[src/rtl/golden_nonce_uart_tx.sv]
// golden_nonce_uart_tx: buffers golden nonces in a FIFO and sends each as four 8N1 bytes, LSB first
module golden_nonce_uart_tx #(
  parameter int BAUD_DIV        = 434,
  parameter int FIFO_DEPTH_LOG2 = 2
) (
  input  logic        hash_clk,
  input  logic        reset,
  input  logic        nonce_valid,
  input  logic [31:0] nonce_in,
  output logic        uart_tx,
  output logic        busy,
  output logic        fifo_full,
  output logic        overflow
);
  localparam int AW = FIFO_DEPTH_LOG2;
  localparam int CW = $clog2(BAUD_DIV);
  localparam logic [AW:0] DEPTH = (AW+1)'(1 << AW);
  localparam logic [CW-1:0] BAUD_LAST = CW'(BAUD_DIV - 1);
  typedef enum logic [1:0] {IDLE, START, DATA, STOP} state_t;
  state_t state, state_n;
  logic [31:0] mem [1 << AW];
  logic [AW-1:0] wptr, rptr;
  logic [AW:0] count;
  logic [CW-1:0] cnt, cnt_n;
  logic [2:0] bit_idx, bit_idx_n;
  logic [1:0] byte_idx, byte_idx_n;
  logic [31:0] sh, sh_n;
  logic empty, pop, push, tick;
  assign empty = count == '0;
  assign pop = state == IDLE && !empty;
  assign push = nonce_valid && (!fifo_full || pop);
  assign tick = cnt == '0;
  assign fifo_full = count == DEPTH;
  assign busy = state != IDLE || !empty;
  always_ff @(posedge hash_clk)
    if (push) mem[wptr] <= nonce_in;
  always_ff @(posedge hash_clk or posedge reset)
    if (reset) begin
      wptr <= '0;
      rptr <= '0;
      count <= '0;
      overflow <= 1'b0;
    end else begin
      wptr <= wptr + AW'(push);
      rptr <= rptr + AW'(pop);
      count <= count + (AW+1)'(push) - (AW+1)'(pop);
      overflow <= overflow | (nonce_valid & ~push);
    end
  always_ff @(posedge hash_clk or posedge reset)
    if (reset) begin
      state <= IDLE;
      cnt <= '0;
      bit_idx <= '0;
      byte_idx <= '0;
      sh <= '0;
      uart_tx <= 1'b1;
    end else begin
      state <= state_n;
      cnt <= cnt_n;
      bit_idx <= bit_idx_n;
      byte_idx <= byte_idx_n;
      sh <= sh_n;
      uart_tx <= state == START ? 1'b0 : state == DATA ? sh[0] : 1'b1;
    end
  // every bit period reloads the counter on its final (tick) cycle
  always_comb begin
    state_n = state;
    cnt_n = tick ? BAUD_LAST : cnt - 1'b1;
    bit_idx_n = bit_idx;
    byte_idx_n = byte_idx;
    sh_n = sh;
    case (state)
      IDLE: if (pop) begin
        state_n = START;
        cnt_n = BAUD_LAST;
        sh_n = mem[rptr];
        byte_idx_n = '0;
      end
      START: if (tick) begin
        state_n = DATA;
        bit_idx_n = '0;
      end
      DATA: if (tick) begin
        sh_n = sh >> 1;
        bit_idx_n = bit_idx + 1'b1;
        state_n = bit_idx == 3'd7 ? STOP : DATA;
      end
      STOP: if (tick) begin
        state_n = byte_idx == 2'd3 ? IDLE : START;
        byte_idx_n = byte_idx + 1'b1;
      end
      default: state_n = IDLE;
    endcase
  end
endmodule

[config.mk]
export PLATFORM = sky130hd
export DESIGN_NAME = golden_nonce_uart_tx
export DESIGN_NICKNAME = d
export VERILOG_FILES = /design/src/rtl/golden_nonce_uart_tx.sv
export SDC_FILE = /design/constraint.sdc
export NUM_CORES = 1
export LEC_CHECK = 0
export ABC_AREA = 1
export CAP_MARGIN = 20
export CORE_MARGIN = 1
export CORE_UTILIZATION = 60
export DETAILED_ROUTE_END_ITERATION = 8
export GPL_ROUTABILITY_DRIVEN = 0
export HOLD_SLACK_MARGIN = 0.15
export PLACE_DENSITY = 0.8
export SLEW_MARGIN = 20
export SYNTH_ARGS = -nofsm -noshare
export SYNTH_HDL_FRONTEND = slang
export SYNTH_SLANG_ARGS = --single-unit
[constraint.sdc]
create_clock -name hash_clk -period 4.1 [get_ports hash_clk]
set_input_delay 0.82 -clock hash_clk [delete_from_list [all_inputs] [get_ports hash_clk]]
set_output_delay 0.82 -clock hash_clk [all_outputs]
set_load 0.03 [all_outputs]
==> out/qor.txt <==
First-pass GRT wire length = 25900 µm
CTS tree = built
Largest net degree at the start of global routing = 66
R2r worst-path depth = 8
Fraction of final layout cells sized beyond drive strength 1 = 6.941%
Synth top cells by count = nand2_1, nand3_1, edfxtp_1
HP Start = overflow
VDD IR-drop max = 0.4105 mV
DRC = 0
PortBufs = 38
Mapped Area = 0.007804 mm²
Total power = 6.728 mW
Die ar. = 0.01347 mm²
Final antenna-violating net count = 0
Setup Buffers After CTS = 0
Hpwl dp = 8927 µm
Clock sinks = 185
Per-cell routed wire length = 16.87 µm
Reg clk slew, reported paths = 0.06 ns
Die Span Y = 116.0 µm
Synth area leader = edfxtp_1
Reg-to-reg slack, setup = 1.51 ns
Num CTS Buffers = 17
Status = complete, no violations
#FFs+latches synth = 185
Total congestion overflow = 0
Final Hold Vio Count = 0
Layout Nets = 814
P&R area growth vs syn = 13.68%
Rows = 41
Slew Limit Fails = 0
CP Class = reg -> out
Crit Reg-Reg Endpoint = sh[23]
RSZ-0062 raised after global routing = no
Cell variety after synth = 29
GRT Overall Usage = 25.93%
Core area = 0.01267 mm²
Post-Synthesis Cells = 735
Startpoint Class = flip-flop
Max Clk Rate = 0.3458 GHz
CP Capture Type = output pin
CTS-repair resized insts = 0
Final min period = 2.892 ns
Max_cap viols = 0
Lkg Pwr = 3.763 nW
DRT iter0 DRCs = 550
Root Driver = clkbuf_16
Post-synth EDFFs = 128
Sum Neg Setup Slack = 0 ns
Top-count cell post-synth = nand2_1
Post-synthesis sequential area ratio = 67.55%
Vias in the first global route = 5507
Worst flop-to-flop path startpoint = state[0]
Worst min path class = reg -> reg
Final setup violation count = 0
Die width = 116.0 µm
Critical path arrival = 2.07 ns
Worst-Margin Slew = 0.9415 ns
Period utilisation layout = 70.54%
Async SR Flop Fraction = 30.81%
Layout Skew = 0.01097 ns
Clk_lat worst skew = 0.43 ns
Final Util = 70.01%
Primary FF master, synth = edfxtp_1
Worst slew margin = 37.14%
Critical Path RT = 3.28 ns
Htree depth = 4
Syn_nets = 784
Via/cell ratio = 5.696
I/O pins = 39
Pwr dens = 758.5 mW/mm²
Critical Path Fanout Max = 4
Hold slack = 0.4639 ns
Starting density of the core = 61.59%
Synth warnings = 0
Maximum clock insertion buffer count = 2
Min-Delay Path Depth = 1
Hold Crit Endpoint = overflow
Largest cells by area after synthesis = edfxtp_1, dfrtp_1, nand2_1, nand3_1, ha_1
Syn avg cell area = 10.62 µm²
Drt first pass iters = 5
Vias = 5411
Initial antenna violation count = 0
DRT Wirelength = 16030 µm
N_diodes = 0
CTS Hold Bufs = 0
Yosys top cell area share = 49.25%
## through the flow
step | instances | instance area, µm² | worst slack, ns
detailed placement | 918 | 8298 | 1.410
floorplan | 735 | 7804 | 0.4900
global placement | 918 | 8298 | 1.440
global route | 950 | 8871 | 1.135
finish | 950 | 8871 | 1.208
CTS | 950 | 8870 | 1.196
## cell usage in the layout, fill, tap and decap left out
cell type | Yosys | routed
inv_1 | 30 | 28
nor3_2 | 0 | 4
inv_2 | 2 | 3
nor2_1 | 13 | 13
nand4_1 | 4 | 4
nand3_1 | 133 | 133
clkinv_4 | 0 | 2
dfrtp_1 | 56 | 55
mux2i_1 | 1 | 1
a31oi_1 | 1 | 1
or2_2 | 2 | 2
xor2_1 | 6 | 6
ha_1 | 13 | 13
dfstp_2 | 1 | 1
dfrtp_2 | 0 | 1
nand2_4 | 2 | 2
nand3_2 | 1 | 1
nand3b_1 | 1 | 1
buf_4 | 4 | 10
clkinv_1 | 0 | 1
o21ai_0 | 3 | 3
clkinv_2 | 0 | 3
nor2_4 | 1 | 1
nand2_1 | 287 | 287
clkbuf_16 | 0 | 18
nor2_2 | 1 | 1
fa_1 | 1 | 1
edfxtp_1 | 128 | 128
clkdlybuf4s50_1 | 0 | 38
bufinv_16 | 0 | 1
o31ai_1 | 1 | 1
clkbuf_8 | 0 | 3
clkbuf_1 | 13 | 5
a21oi_1 | 5 | 5
a31o_2 | 1 | 1
## metal layers
metal  GRT usage (%)  wire (µm)  up-vias
met5               0          0        -
met4           14.62        312        0
met3           4.969       1114       26
met2           43.41       8335      244
met1           31.85       6269     2623
li1                -          -     2518
## cell type report
type / instances / area [µm²]
sequential: 185 / 5273
multi-input combinational: 481 / 2235
tap: 172 / 215.2
clock inverter: 6 / 61.31
inverter: 32 / 121.4
clock buffer: 26 / 510.5
timing repair buffer: 48 / 455.4
fill: 901 / 3800
## sequential cells by signal (all words and copies together) (netlist names)
name      count
cnt           9
byte_idx      2
count         3
wptr          2
uart_tx       1
state         2
bit_idx       3
sh           32
rptr          2
mem         128
overflow      1
## worst max-delay path by stage
stage                 from         to  slack (ns)  depth (start not counted)
3_3_place_gp   nonce_valid   count[2]        1.44                          8
5_1_grt           state[0]       busy        1.14                          4
6_report          state[0]       busy        1.21                          4
4_1_cts           state[0]       busy        1.20                          4
3_5_place_dp   nonce_valid   count[2]        1.41                          8
2_1_floorplan  nonce_valid  mem[0][0]        0.49                          2
## report_power, final
group / internal, mW / switching, mW / total (mW)
sequential: 2.55 / 0.212 / 2.76
clock: 0.920 / 0.634 / 1.55
combinational: 0.735 / 1.68 / 2.41
total: 4.20 / 2.53 / 6.73
## logic make-up after synthesis
| logic type | Yosys count | synth area share, % |
|---|---|---|
| fa+ha+maj | 14 | 2.341 |
| mux | 1 | 0.1283 |
| xor+xnor | 6 | 0.6734 |
| buf+inv | 69 | 4.073 |
| simple gates | 449 | 24.43 |
| flops | 185 | 67.55 |
| compound gates | 11 | 0.8017 |
## critical path: stages, from the launching register on
cell	delay, ns
dfrtp_1	0.41
inv_1	0.10
ha_1	0.25
nand4_1	0.18
clkdlybuf4s50_1	0.71
No activity file was read; power rests on OpenSTA's default activity.
